==> src/rtl/uart_rx.sv <==
// 16x-oversampling UART receiver: synchronised serial line in, one-cycle
// valid / framing-error pulses out, with start-bit glitch rejection.
module uart_rx #(
  parameter int DATA_W      = 8,
  parameter int SYNC_STAGES = 2
) (
  input  logic              clk,
  input  logic              rst,
  input  logic              ce16_i,
  input  logic              ser_in_i,
  output logic [DATA_W-1:0] rx_data_o,
  output logic              rx_valid_o,
  output logic              frame_err_o,
  output logic              rx_busy_o
);

  localparam int BW = $clog2(DATA_W + 1);

  typedef enum logic [2:0] {
    IDLE,
    START,
    DATA,
    STOP,
    WAIT_IDLE
  } state_t;

  state_t                 state, state_next;
  logic [SYNC_STAGES-1:0] sync;
  logic                   line;
  logic [3:0]             tick, tick_next;
  logic [BW-1:0]          bits, bits_next;
  logic [DATA_W-1:0]      shift, shift_next;
  logic [DATA_W-1:0]      data_next;
  logic                   valid_next, ferr_next;

  assign line = sync[SYNC_STAGES-1];

  always_ff @(posedge clk or negedge rst) begin
    if (!rst) begin
      sync <= '1;
    end else begin
      sync <= {sync[SYNC_STAGES-2:0], ser_in_i};
    end
  end

  always_comb begin
    state_next = state;
    tick_next  = tick;
    bits_next  = bits;
    shift_next = shift;
    data_next  = rx_data_o;
    valid_next = 1'b0;
    ferr_next  = 1'b0;
    if (ce16_i) begin
      case (state)
        IDLE: begin
          if (!line) begin
            state_next = START;
            tick_next  = '0;
          end
        end
        START: begin
          // Re-check the line at mid start bit to reject short glitches
          if (tick == 4'd7) begin
            if (!line) begin
              state_next = DATA;
              tick_next  = '0;
              bits_next  = '0;
            end else begin
              state_next = IDLE;
            end
          end else begin
            tick_next = tick + 4'd1;
          end
        end
        DATA: begin
          if (tick == 4'd15) begin
            shift_next = {line, shift[DATA_W-1:1]};
            tick_next  = '0;
            bits_next  = bits + 1'b1;
            if (bits == BW'(DATA_W - 1)) begin
              state_next = STOP;
            end
          end else begin
            tick_next = tick + 4'd1;
          end
        end
        STOP: begin
          if (tick == 4'd15) begin
            tick_next = '0;
            if (line) begin
              data_next  = shift;
              valid_next = 1'b1;
              state_next = IDLE;
            end else begin
              ferr_next  = 1'b1;
              state_next = WAIT_IDLE;
            end
          end else begin
            tick_next = tick + 4'd1;
          end
        end
        WAIT_IDLE: begin
          if (line) begin
            state_next = IDLE;
          end
        end
        default: state_next = IDLE;
      endcase
    end
  end

  always_ff @(posedge clk or negedge rst) begin
    if (!rst) begin
      state       <= IDLE;
      tick        <= '0;
      bits        <= '0;
      shift       <= '0;
      rx_data_o   <= '0;
      rx_valid_o  <= 1'b0;
      frame_err_o <= 1'b0;
      rx_busy_o   <= 1'b0;
    end else begin
      state       <= state_next;
      tick        <= tick_next;
      bits        <= bits_next;
      shift       <= shift_next;
      rx_data_o   <= data_next;
      rx_valid_o  <= valid_next;
      frame_err_o <= ferr_next;
      rx_busy_o   <= (state_next != IDLE);
    end
  end

endmodule

==> config.mk <==
export PLATFORM = sky130hd
export DESIGN_NAME = uart_rx
export DESIGN_NICKNAME = d
export VERILOG_FILES = /design/src/rtl/uart_rx.sv
export SDC_FILE = /design/constraint.sdc
export NUM_CORES = 1
export LEC_CHECK = 0
export BUFFER_PORTS_ARGS = -buffer_cell sky130_fd_sc_hd__buf_4
export CORE_UTILIZATION = 50
export CTS_CLUSTER_DIAMETER = 80
export CTS_CLUSTER_SIZE = 20
export DETAILED_ROUTE_END_ITERATION = 7
export MAX_ROUTING_LAYER = met4
export PLACE_DENSITY = 0.66
export SETUP_SLACK_MARGIN = 0.02
export SLEW_MARGIN = 20
export SYNTH_ARGS = -nofsm -noshare
export SYNTH_HDL_FRONTEND = slang
export SYNTH_SLANG_ARGS = --single-unit
==> constraint.sdc <==
create_clock -name clk -period 2.8 [get_ports clk]
set_input_delay 0.42 -clock clk [delete_from_list [all_inputs] [get_ports clk]]
set_output_delay 0.42 -clock clk [all_outputs]
set_load 0.01 [all_outputs]
==> run metrics, run 1 <==
status=complete, but fails checks; violated checks=design-rule violations; Reg clk slew, reported paths=100 ps; Final Net Count=151; worst path bufs/invs=0; sequential share of the synthesized area=0.536; met3 Track Usage GR=0.0484; # diodes=0; Synth Register Bits=32; CP required=3030 ps; clock power share=0.302; most frequent cell after synthesis=dfrtp_1; vias per cell=6.03; setup TNS=0 ps; gr ovfl total=0; Yosys cell types=39; P_int=0.792 mW; Slew @ Worst Pin=581 ps; ys flop type=dfrtp_1; die width=56.8 microns; fin crit share=0.807; layout cells sized above 1=0.267; Seq pwr share=0.512; chip height=56.8 microns; ys async rst share=1.00; gr usage total=0.212; Seq. cell area=803 sq um; Final setup viols=0; Clock Latency Late Sink=340 ps; Worst setup SP type=flip-flop; Starting Density=0.534; root buffer cell=clkbuf_4; EDFF count, synth=0; Post-Syn Instances=130; Synthesized Nets=136; Setup CP Type=flip-flop to flip-flop; Syn. warnings=0; I/O pins=15; die area=0.00322 sq mm; first-pass GRT wire length=4800 microns; Sw Share=0.302; met2 Use GR=0.304; # rows=19; Pwr Density=667 mW/mm^2; Post-synth top cells=dfrtp_1 (30), nand2_1 (15), mux2_2 (10); IO Port Bufs=14; CTS tree=yes; largest net degree at the start of global routing=33; GP Congestion=0.891; drt first pass iters=7; Routed WL=2810 microns; Top Usage Layer GRT=met2; unrepaired setup endpoints after global routing=no; Final Max Slew Viols=0; crit-path max FO=13; Core ar.=0.00281 sq mm; crit-path leading delay family=simple AND/OR/NAND/NOR gates; Slew headroom=0.610; fmax=0.443 GHz; Pleak=0.794 nW; Min-Delay Path Class=input port to flip-flop; total CTS buffers=5; DRC viols=4; Post-DP HPWL=1830 microns; vias in the first global route=1044; Max rail drop VDD=399 uV; Core Util, Final=0.606; Final min period=2260 ps; dominant cells by area after synthesis=dfrtp_1 (50%), mux2_2 (7.5%), mux2_1 (4.5%); synthesized area per cell=11.5 sq um; switching pwr=0.342 mW; Layout Skew=9.38 ps; maxcap violations=0; antenna violations before repair=0; Critical-path top delay cell=or4_1; Yosys top cell by area=dfrtp_1; routed len/inst=15.9 microns; final hold vios=0; Synth Cell Area=0.00150 sq mm; Multi-input gate area=651 sq um; critical-path cell list=ha_1, nand3_2, or4_1, mux2_1; DR vias=1068; TritonCTS Sinks=32; slowest cell delay on critical path=780 ps; crit end category=flip-flop; cts repair resizes=0; Detail Route Antenna Nets=0; met1 Usage GRT=0.269; Crit path arrival time=2490 ps; combinational share of power=0.186; # H-tree levels=2; DR iter-0 viols=47; Layout fillers=222; top-area cell type share of the netlist area=0.501; clk buf depth=2; P&R area growth vs syn=13.4%
## sequential cells by signal, summed over array words and instances, names as in the netlist
register	flops
shift	8
rx_data_o	8
sync	2
state	3
bits	4
tick	4
rx_busy_o	1
frame_err_o	1
rx_valid_o	1
## stage by stage
step           setup slack [ps]  hold slack (ps)  power (mW)  cell area [sq um]  std cells
3_3_place_gp                682              346       0.782               1610        168
2_1_floorplan               777              124       0.731               1500        130
5_1_grt                     468              161        1.20               1700        177
6_report                    541              184        1.13               1700        177
4_1_cts                     561              171        1.14               1700        177
3_5_place_dp                578              359       0.791               1610        168
## cell usage in the layout (no fill, tap or decap), types with 2 or more instances in the layout
cell type	instances
o21ai_0	4
mux2_1	6
nor4_1	4
nand2_1	15
and3_1	2
or3b_2	2
o211ai_1	2
a21oi_1	4
or4b_1	2
inv_1	4
dfrtp_1	30
nand3b_1	2
mux2_2	10
nand3_1	3
clkbuf_4	5
a211oi_1	3
buf_4	14
nand4_1	2
nor2_1	3
dfstp_2	2
o21ai_1	3
ha_1	2
nor2b_1	2
## repair_timing
item | 4_1_cts | 5_1_grt
setup buffers | 0 | 0
hold buffers | 1 | 0
hold endpoints to repair | 19 | 0
## final timing paths
path	start	end	slack [ps]	cells past startpoint
hold / removal	ser_in_i	sync[0]	180	1
setup reg to reg	tick[0]	shift[1]	540	4
setup / recovery	tick[0]	shift[1]	540	4
hold reg to reg	sync[0]	sync[1]	370	0
min in group asynchronous	rst	rx_data_o[4]	530	2
max in group asynchronous	rst	sync[1]	1930	2
## cell families after synthesis
| kind of cell | Yosys count | synth area share |
|---|---|---|
| buffers and inverters | 11 | 0.0300 |
| AO/OA/AOI/OAI | 25 | 0.114 |
| multiplexers | 16 | 0.120 |
| adder cells (fa/ha/maj) | 2 | 0.0167 |
| AND/OR/NAND/NOR | 44 | 0.183 |
| flip-flops | 32 | 0.536 |
## per-layer routing
metal,wire length [microns],vias up
met5,0,-
met4,63,0
met3,146,8
met2,1270,36
met1,1320,510
li1,-,514
## area by class of cell
class	count	share of cell area
Timing Repair Buffer	15	0.0677
Multi-Input combinational cell	87	0.383
Clock inverter	2	0.0206
Sequential cell	32	0.473
Tap cell	31	0.0228
Inverter	4	0.00884
Clock buffer	6	0.0243
## power by group through the flow
stage               Sequential, mW  Clock [mW]  Combinational, mW
CTS                          0.579       0.353              0.210
global placement             0.583           0              0.199
detailed placement           0.585           0              0.206
floorplan                    0.552           0              0.179
global route                 0.590       0.375              0.232
finish                       0.581       0.343              0.210
## worst reg2reg max path, cell delays in order, from the launching register on
cell and delay, ps:
dfrtp_1 440, ha_1 300, nand3_2 220, or4_1 780
mux2_1 410
Note: power is estimated with default switching activity, not from simulation.
==> inputs of run 2 (changes only) <==
--- a/config.mk
+++ b/config.mk
@@ -11,7 +11,7 @@
 export CTS_CLUSTER_SIZE = 20
 export DETAILED_ROUTE_END_ITERATION = 7
 export MAX_ROUTING_LAYER = met4
-export PLACE_DENSITY = 0.66
+export PLACE_DENSITY = 0.69
 export SETUP_SLACK_MARGIN = 0.02
 export SLEW_MARGIN = 20
 export SYNTH_ARGS = -nofsm -noshare
==> constraint.sdc (replaced) <==
create_clock -name clk -period 1.9 [get_ports clk]
set_input_delay 0.285 -clock clk [delete_from_list [all_inputs] [get_ports clk]]
set_output_delay 0.285 -clock clk [all_outputs]
set_load 0.01 [all_outputs]
==> run metrics, run 2 (same netlist as run 1, synthesis figures left out) <==
status=complete, but fails checks; violated checks=design-rule violations; worst setup margin=65.4 ps; # diodes=0; crit end category=flip-flop; Worst setup SP type=flip-flop; first-pass GRT wire length=4950 microns; Layout fillers=224; GP Congestion=0.878; vias per cell=5.98; final hold slack=41.4 ps; die width=56.8 microns; IO Port Bufs=14; Total Power=1.79 mW; vias in the first global route=1076; crit-path max FO=13; CP required=2130 ps; Core Util, Final=0.651; commonest non-fill, non-tap cell in the layout=dfrtp_1; Min-Delay Path Class=input port to flip-flop; Post-Layout Inst Area=0.00183 sq mm; Slew @ Worst Pin=419 ps; Final Max Slew Viols=0; unrepaired setup endpoints after global routing=yes; Reg clk slew, reported paths=100 ps; worst slack at placement=50.7 ps; P&R area growth vs syn=21.8%; drt first pass iters=6; Post-DP HPWL=2120 microns; Layout Skew=7.05 ps; setup TNS=0 ps; # rows=19; fmax=0.545 GHz; Core ar.=0.00281 sq mm; root buffer cell=clkbuf_4; Final setup viols=0; # H-tree levels=2; final hold vios=0; Detail Route Antenna Nets=0; Post-Layout Cell Count=189; Pleak=0.853 nW; DR vias=1131; Crit path arrival time=2060 ps; DRC viols=2; Setup CP Type=flip-flop to flip-flop; Slew headroom=0.717; maxcap violations=0; fin crit share=0.966; CTS tree=yes; antenna violations before repair=0; Routed WL=2990 microns; routed len/inst=15.8 microns; Pwr Density=983 mW/mm^2; total CTS buffers=5; Final Net Count=163; gr usage total=0.214; Cells after DPL=180; Starting Density=0.534; Largest regs=rx_data_o (8), shift (8); gr ovfl total=0; largest net degree at the start of global routing=33; # Post-CTS Setup Buffers=0; Final min period=1830 ps; Post-DP Area=0.00172 sq mm; most frequent cells in the layout=dfrtp_1 (29), buf_4 (24), nand2_1 (15); Max rail drop VDD=764 uV; I/O pins=15; clk buf depth=2; Clock Latency Late Sink=340 ps; DR iter-0 viols=61; TritonCTS Sinks=32; layout cells sized above 1=0.348; chip height=56.8 microns; die area=0.00322 sq mm
run 2: worst paths after layout:
path,from,endpoint,slack (ps),cells past startpoint
worst min-delay path,ser_in_i,sync[0],40,1
worst max register to register,tick[1],shift[1],70,5
worst max-delay path,tick[1],shift[1],70,5
max in group asynchronous,rst,sync[0],1180,2
min in group asynchronous,rst,shift[1],410,2
worst min register to register,sync[0],sync[1],370,0
run 2: final cells by class:
type                       instances  area (sq um)  share of cell area
multi-input combinational         87           674               0.369
clock buffer                       5          37.5              0.0206
timing repair buffer              27           213               0.117
inverter                           4          15.0             0.00822
clock inverter                     3          42.5              0.0233
tap                               31          38.8              0.0212
sequential                        32           805               0.441
run 2: report_power, final:
part	switching, mW	internal [mW]	total (mW)
combinational	0.245	0.217	0.462
clock	0.240	0.274	0.514
sequential	0.0683	0.750	0.818
total	0.553	1.24	1.79
run 2: timing repair:
| action | CTS | global route |
|---|---|---|
| resized for setup | 0 | 4 |
| hold endpoints to repair | 30 | 0 |
| setup endpoints to repair | 0 | 16 |
| hold buffers | 1 | 0 |
run 2: worst max-delay path, cell delays in order, from the launching register on:
cell and delay [ps]:
dfrtp_2 420, ha_4 190, nand3_4 80, or4_1 540
buf_6 180, mux2_1 320
run 2: metal layers:
metal	global-route usage	wire, microns	vias to the layer above
li1	-	-	538
met1	0.274	1370	556
met2	0.313	1380	29
met3	0.0691	161	8
met4	0.0871	79	0
met5	-	0	-
